File: config.mk
export PLATFORM = sky130hd
export DESIGN_NAME = serdes
export DESIGN_NICKNAME = d
export VERILOG_FILES = /design/src/rtl/serdes.sv
export SDC_FILE = /design/constraint.sdc
export NUM_CORES = 1
export LEC_CHECK = 0
export CORE_ASPECT_RATIO = 1.5
export CORE_UTILIZATION = 48
export DETAILED_ROUTE_END_ITERATION = 8
export GPL_ROUTABILITY_DRIVEN = 0
export GPL_TIMING_DRIVEN = 0
export PLACE_DENSITY = 0.81
export SETUP_SLACK_MARGIN = 0.2
export SLEW_MARGIN = 20
export SYNTH_ARGS = -nofsm -noshare
export SYNTH_HDL_FRONTEND = slang
export SYNTH_SLANG_ARGS = --single-unit
File: constraint.sdc
create_clock -name clock -period 1.4 [get_ports clock]
set_input_delay 0.21 -clock clock [delete_from_list [all_inputs] [get_ports clock]]
set_output_delay 0.21 -clock clock [all_outputs]
set_load 0.03 [all_outputs]
File: src/rtl/serdes.sv
// serdes: 32-bit single-lane serializer/deserializer, single clock domain.
// Ports: clock, reset_n (async, active-low), enable, load, tx_data[31:0],
//   tx_serial, rx_serial, rx_data[31:0], rx_valid, frame_err.
// Option: define SERDES_LSB_FIRST_EN for LSB-first bit order (default MSB first).
module serdes (
    input  logic        clock,
    input  logic        reset_n,
    input  logic        enable,
    input  logic        load,
    input  logic [31:0] tx_data,
    output logic        tx_serial,
    input  logic        rx_serial,
    output logic [31:0] rx_data,
    output logic        rx_valid,
    output logic        frame_err
);

    logic [31:0] tx_sh;
    logic [31:0] tx_shift;
    logic [31:0] rx_sh;
    logic [31:0] rx_next;
    logic [5:0]  bit_cnt;
    logic        primed;

`ifdef SERDES_LSB_FIRST_EN
    assign tx_serial = tx_sh[0];
    assign tx_shift  = {1'b0, tx_sh[31:1]};
    assign rx_next   = {rx_serial, rx_sh[31:1]};
`else
    assign tx_serial = tx_sh[31];
    assign tx_shift  = {tx_sh[30:0], 1'b0};
    assign rx_next   = {rx_sh[30:0], rx_serial};
`endif

    // Status pulses clear on every edge so they last exactly one cycle,
    // even if enable drops right after the load edge.
    always_ff @(posedge clock or negedge reset_n) begin
        if (!reset_n) begin
            tx_sh     <= '0;
            rx_sh     <= '0;
            rx_data   <= '0;
            rx_valid  <= 1'b0;
            frame_err <= 1'b0;
            bit_cnt   <= '0;
            primed    <= 1'b0;
        end else begin
            rx_valid  <= 1'b0;
            frame_err <= 1'b0;
            if (enable) begin
                if (load) begin
                    tx_sh   <= tx_data;
                    rx_data <= rx_next;
                    rx_sh   <= '0;
                    bit_cnt <= '0;
                    primed  <= 1'b1;
                    if (primed) begin
                        if (bit_cnt == 6'd31) rx_valid <= 1'b1;
                        else                  frame_err <= 1'b1;
                    end
                end else begin
                    tx_sh <= tx_shift;
                    rx_sh <= rx_next;
                    if (bit_cnt != 6'd32) bit_cnt <= bit_cnt + 6'd1;
                end
            end
        end
    end

endmodule

; Yosys cells after proc, flatten, opt, wreduce, memory -nomap -nowiden
; Index checks and enable logic that the tools add are counted.
[classes]
addsub = 1
muxes = 12
reduce_logical = 3
eq_ne = 2
[op_table]
columns = op, count
row1 = 2-to-1 mux 32 bit, 1
row2 = 2-to-1 mux 31 bit, 1
row3 = 2-to-1 mux 6 bit, 2
row4 = 2-to-1 mux 1 bit, 8
row5 = "adder 6 x 1 -> 6 bit, second input constant", 1
row6 = "equality test 6 x 5 -> 1 bit, second input constant", 1
row7 = "inequality test 6 bit, second input constant", 1
row8 = AND reduction 2 bit, 2
row9 = nonzero test 2 bit, 1
[totals]
inputBits = 37
output_inout_bits = 35
regBits = 104
word_cells = 25

; Longest topological paths before layout
; Gate-level depths: netlist of the first run.
[logic_depth]
depth_word = 5
depth_mapped = 5
ltp_nobuf = 4

; Least setup slack after synthesis of the first run
; Ideal clock, no wire load.
[synth_timing]
path_type = register to register
start = register bit_cnt[3]
end = register bit_cnt[0]
slack_ps = 88
synth_period_minus_slack_ps = 1312
arrival_time_ps = 1185
t_required_ps = 1273
stages_incl_launch_ff = 4
setup_ps = 127
path_buffers = 0
path_cell_list = dfrtp_1 nor4_1 a31o_2 mux2_1
[synth_via]
elab_chain_len = 3
[synth_rtl]
columns = element, line_no
row1 = start: declaration, 22  ; logic [5:0] bit_cnt;
row2 = start signal: assignment, 63  ; if (bit_cnt != 6'd32) bit_cnt <= bit_cnt + 6'd1;
row3 = inequality test 6 bit, 63
row4 = nonzero test 2 bit (no line), n/a
row5 = AND reduction 2 bit (no line), n/a
; No other way between the ends.
; A chain may end at the register's enable or synchronous reset.

; Worst setup path after layout of the first run
[layout_timing]
start = register bit_cnt[2]
end = register bit_cnt[0]
; Same word-level chain as after synthesis.

==> reports/results.ini, run 1 <==
[logic_synthesis]
synthMuxAreaShare_pct=12.4
synth_fa_ha_area_share_pct=0.582
synth_xor_xnor_area_share_pct=0
synth_warnings=0
ys_seq_area_share_pct=60.5
syn_nets=425
synth_cells=386
synth_cell_types=29
synth-seq-cells=104
synthSimpleGateAreaFrac_pct=10.5
synth_top_family_by_area=multiplexers
synth_compound_area_share_pct=11.4
avgSynthCellArea_um2=11.1
syn_area_mm2=0.00430

[timing]
whs_ns=0.346
setup_viol=0
setup_tns_ns=0
layout_worst_path_cycle_share_pct=98.3
relSlewSlack_pct=55.3
finalHoldViolations=0
rsz0062_at_grt=true
tightest_slew_ns=0.671
fin_skew_ns=0.00669
slew_violations=0
layout_setup_ws_ns=0.0236
layout_min_cycle_time_ns=1.38
max_clock_freq_mhz=727

[layout]
layout_common_cells=dfrtp_1 (102), buf_2 (40), o21ai_0 (34), mux2i_1 (34)
n_antenna_cell=0
drive_gt1_share_pct=23.0
final_util_pct=64.1
final_common_cell=dfrtp_1
layout.nets=513
area.growth.synth_to_final_pct=27.6

[route]
drt-wirelength-per-cell_um=16.3
drt_iter0_markers=207
final_antenna_net_count=0
totalWireLength_um=9530
dr.pass1.iters=4
vias=3198
drc_errors=0
viasPerCell=5.46

[power]
p_sw_mw=1.61
p_sw_share_pct=23.8
internal_power_mw=5.16
combPwrFrac_pct=11.5
p_leak_nw=2.60
seqPwrFrac_pct=48.8
ir_drop_v=0.000747
power.density_mw_per_mm2=1230
clockPowerShare_pct=39.8

[clock_tree]
cts_made_buffers=9
tritoncts=yes
cts.path.max_buffers=2
clk_latency_ns=0.34
htreeDepth=3
path_clk_slew_ns=0.07
root_buffer=clkbuf_16
cts.sinks=104

[floorplan]
die_w_um=79.3
fp.dieArea_mm2=0.00935
pin_count=72
design.core.area_mm2=0.00857
initial_utilization_pct=50.2
rows=41
die_h_um=118

[flow_run]
max_cap_violations=0

[min_path]
hp-class=in -> reg

[worst_setup_path]
end_kind=flip-flop
worstSetupPathType=reg -> reg
cp_max_fo=3
reg2reg_slack_ns=0.02
setup.worst_path.start_class=flip-flop
worstPathArrival_ns=1.60
required_ns=1.63

[placed_design]
port-buffer-count=70
dpl.hpwl_um=6450
pre_cts_ws_ns=-0.336

[grt]
groute.usage.overall_pct=22.5
grt_start_max_net_pins=60
grt_pass1_wl_um=16300
grt_antenna_before_repair=0
grt_pass1_vias=3394
gr-total-overflow=0

[outcome]
status=completed

==> power groups by stage <==
| stage | combinational, mW | sequential (mW) | clock, mW |
|---|---|---|---|
| floorplan | 0.371 | 3.36 | 0 |
| CTS | 0.761 | 3.30 | 2.74 |
| global placement | 0.687 | 3.34 | 0 |
| global route | 0.858 | 3.32 | 2.85 |
| detailed placement | 0.721 | 3.35 | 0 |
| finish | 0.776 | 3.30 | 2.69 |
==> routing by layer <==
| layer | global-route usage (%) | vias to the layer above | wire length [um] |
|---|---|---|---|
| li1 | - | 1500 | - |
| met1 | 26.4 | 1574 | 3800 |
| met2 | 38.7 | 110 | 5040 |
| met3 | 5.58 | 14 | 524 |
| met4 | 8.86 | 0 | 163 |
| met5 | 0 | - | 0 |
==> worst max-delay path: stages (launching register included) <==
cell     delay, ns
dfrtp_2       0.43
nor4_4        0.32
a31o_4        0.22
mux2_4        0.30
==> synthesized netlist by cell type, drive strengths merged <==
cell     number  area share, %
a21oi        31            3.6
a31o          1           0.20
and3          1           0.15
and4          1           0.20
buf          13            1.6
clkbuf       14            1.2
dfrtp       104             61
ha            2           0.58
inv          21            1.8
mux2         17            4.5
mux2i        34            7.9
nand2        32            2.8
nand2b        2           0.29
nand3         4           0.47
nand3b       15            2.6
nand4         1           0.15
nor2         33            2.9
nor2b         2           0.29
nor3b         2           0.35
nor4          1           0.15
o21ai        34            4.0
o2bb2ai       2           0.41
o311ai        1           0.20
o31ai        15            2.6
o41ai         2           0.41
or3           1           0.15
==> per-stage QoR <==
stage	area, um2	cells	power, mW
final	5490	586	6.77
after detailed placement	5170	564	4.07
after floorplan	4310	386	3.73
after global placement	5140	563	4.03
after global routing	5490	586	7.03
after CTS	5440	584	6.79
==> final timing paths <==
check / startpoint / end / cells after the start
setup / recovery: bit_cnt[2]$_DFFE_PN0P_ / bit_cnt[0]$_DFFE_PN0P_ / 3
hold / removal: load / rx_sh[29]$_DFFE_PN0P_ / 3
setup reg to reg: bit_cnt[2]$_DFFE_PN0P_ / bit_cnt[0]$_DFFE_PN0P_ / 3
hold reg to reg: rx_data[23]$_DFFE_PN0P_ / rx_data[23]$_DFFE_PN0P_ / 2
max in group asynchronous: reset_n / rx_data[5]$_DFFE_PN0P_ / 3
min in group asynchronous: reset_n / rx_data[24]$_DFFE_PN0P_ / 2
==> kinds of logic after synthesis <==
group,count (synthesis)
adders and majority gates,2
DFF,104
and+or+nand+nor,95
buffers and inverters,48
AOI/OAI and AO/OA,86
muxes,51
==> state kept, by name (all words and copies together) (netlist names) <==
signal	cells
primed	1
rx_data	32
rx_sh	31
tx_sh	32
frame_err	1
rx_valid	1
bit_cnt	6
==> layout make-up <==
cell class	instances	area, um2
fill	663	3080
sequential	104	2610
multi-input combinational	234	1560
timing repair buffer	77	617
clock buffer	12	246
buffer	27	170
tap	107	134
inverter	21	78.8
clock inverter	4	76.3
==> timing repair <==
item / 4_1_cts / 5_1_grt
gates cloned: 0 / 0
pin swaps: 3 / 0
setup buffers: 3 / 2
gates resized for setup: 203 / 14
endpoints found under the setup margin: 120 / 77
hold buffers: 1 / 0
hold endpoints to repair: 45 / 0
Power figures use the tool's default switching activity.
==> run 2, diff against run 1 <==
--- a/config.mk
+++ b/config.mk
@@ -11,8 +11,6 @@
 export GPL_ROUTABILITY_DRIVEN = 0
 export GPL_TIMING_DRIVEN = 0
 export PLACE_DENSITY = 0.81
-export SETUP_SLACK_MARGIN = 0.2
-export SLEW_MARGIN = 20
 export SYNTH_ARGS = -nofsm -noshare
 export SYNTH_HDL_FRONTEND = slang
 export SYNTH_SLANG_ARGS = --single-unit
==> reports/results.ini, run 2 (synthesized netlist as in run 1, its figures left out) <==
[placed_design]
place_area_mm2=0.00516
port-buffer-count=70
dpl.hpwl_um=6410

[route]
viasPerCell=5.47
final_antenna_net_count=0
drt-wirelength-per-cell_um=15.6
drt_iter0_markers=179
vias=3214
drc_errors=0
totalWireLength_um=9200
dr.pass1.iters=4

[layout]
final_common_cell=dfrtp_1
drive_gt1_share_pct=13.1
fill_cells=678
reg_top3=rx_data (32), tx_sh (32), rx_sh (31)
n_antenna_cell=0
layout.nets=515
final_util_pct=64.0
finalInstanceArea_mm2=0.00548
area.growth.synth_to_final_pct=27.5
layout_common_cells=dfrtp_1 (101), dlygate4sd2_1 (35), o21ai_0 (34), mux2i_1 (34), clkdlybuf4s50_1 (34)

[grt]
grt_pass1_wl_um=15500
groute.usage.overall_pct=21.2
grt_start_max_net_pins=54
gr-total-overflow=0
grt_antenna_before_repair=0
grt_pass1_vias=3322

[clock_tree]
path_clk_slew_ns=0.07
cts_made_buffers=9
clk_latency_ns=0.34
htreeDepth=3
cts.sinks=104
tritoncts=yes
cts.path.max_buffers=2
root_buffer=clkbuf_16

[timing]
max_clock_freq_mhz=735
setup_tns_ns=0
finalHoldViolations=0
layout_worst_path_cycle_share_pct=97.1
fin_skew_ns=0.0110
setup_viol=0
layout_min_cycle_time_ns=1.36
tightest_slew_ns=0.688
relSlewSlack_pct=54.1
slew_violations=0

[floorplan]
design.core.area_mm2=0.00857
rows=41
die_w_um=79.3
die_h_um=118
fp.dieArea_mm2=0.00935
pin_count=72
initial_utilization_pct=50.2

[worst_setup_path]
worstSetupPathType=reg -> reg
reg2reg_slack_ns=0.04
setup.worst_path.start_class=flip-flop
worstReg2RegStart=bit_cnt[4]$_DFFE_PN0P_
cp_max_fo=4
worstPathArrival_ns=1.58
end_kind=flip-flop
required_ns=1.62
reg2reg_to=bit_cnt[0]$_DFFE_PN0P_
ff2ff_path_depth=3

[flow_run]
max_cap_violations=0

[outcome]
status=completed

[power]
ir_drop_v=0.000703
power.density_mw_per_mm2=1160
p_leak_nw=2.61

[min_path]
hold_depth=3
hold_path.startpoint=load
min_to=rx_sh[29]$_DFFE_PN0P_
hp-class=in -> reg

-- run 2: changes by cell type in the layout (fill, tap and decap cells not counted), moves of 2 or more --
cell	before	now
ha_1	0	2
clkbuf_1	5	13
clkbuf_4	0	2
dlygate4sd2_1	0	35
o31ai_1	11	15
buf_2	40	10
ha_2	2	0
clkbuf_2	8	4
buf_6	4	0
bufinv_16	2	0
o31ai_2	4	0
buf_4	12	9
-- run 2: power breakdown --
part,switching [mW],total [mW],leakage [nW],internal (mW)
registers,0.117,3.29,1.34,3.18
logic,0.420,0.786,1.15,0.366
clock network,1.06,2.27,0.123,1.21
total,1.60,6.35,2.61,4.76
-- run 2: what timing repair did --
action                                  CTS  global route
endpoints found under the setup margin   36            22
pin swaps                                 1             2
setup buffers                             2             5
endpoints found under the hold margin    52             0
gates resized for setup                  37            15
hold buffers                              1             0
-- run 2: worst max-delay path, cell delays in order (launching register included) --
cell,delay (ns)
dfrtp_2,0.45
nor4_4,0.27
a31o_2,0.23
mux2_4,0.31
-- run 2: routing by layer --
layer / vias up / routed length (um) / part of all wire, % / track usage [%]
met5: - / 0 / 0 / 0
met4: 0 / 221 / 2.4 / 8.64
met3: 19 / 414 / 4.5 / 3.88
met2: 106 / 4750 / 52 / 36.6
met1: 1588 / 3820 / 41 / 25.7
li1: 1501 / - / - / -
-- run 2: final cells by class --
cell class	instances	area, um2	area share, %
tap	107	134	2.44
sequential	104	2610	47.6
timing repair buffer	79	744	13.6
clock buffer	12	236	4.32
multi-input combinational	234	1520	27.8
clock inverter	4	28.8	0.525
inverter	21	78.8	1.44
buffer	27	130	2.37
-- run 2: metrics by stage --
step	hold slack [ns]	setup slack (ns)	std cells	total power, mW
after floorplan	-0.0856	0.0879	386	3.73
after global placement	0.457	-3.63	563	4.02
after detailed placement	0.297	-0.307	564	4.07
after CTS	0.330	0.00909	583	6.33
after global routing	0.364	-0.0129	588	6.62
final	0.344	0.0403	588	6.35
-- run 2: worst max path at each step --
stage          cells after the start  slack [ns]                     end              startpoint
3_3_place_gp                       1       -3.63   tx_sh[19]$_DFFE_PN0P_                 reset_n
6_report                           3        0.04  bit_cnt[0]$_DFFE_PN0P_  bit_cnt[4]$_DFFE_PN0P_
2_1_floorplan                      3        0.09  bit_cnt[0]$_DFFE_PN0P_  bit_cnt[3]$_DFFE_PN0P_
3_5_place_dp                       6       -0.31   rx_sh[30]$_DFFE_PN0P_                  enable
4_1_cts                            6       0.009   rx_sh[30]$_DFFE_PN0P_                  enable
5_1_grt                            3       -0.01  bit_cnt[0]$_DFFE_PN0P_  bit_cnt[4]$_DFFE_PN0P_
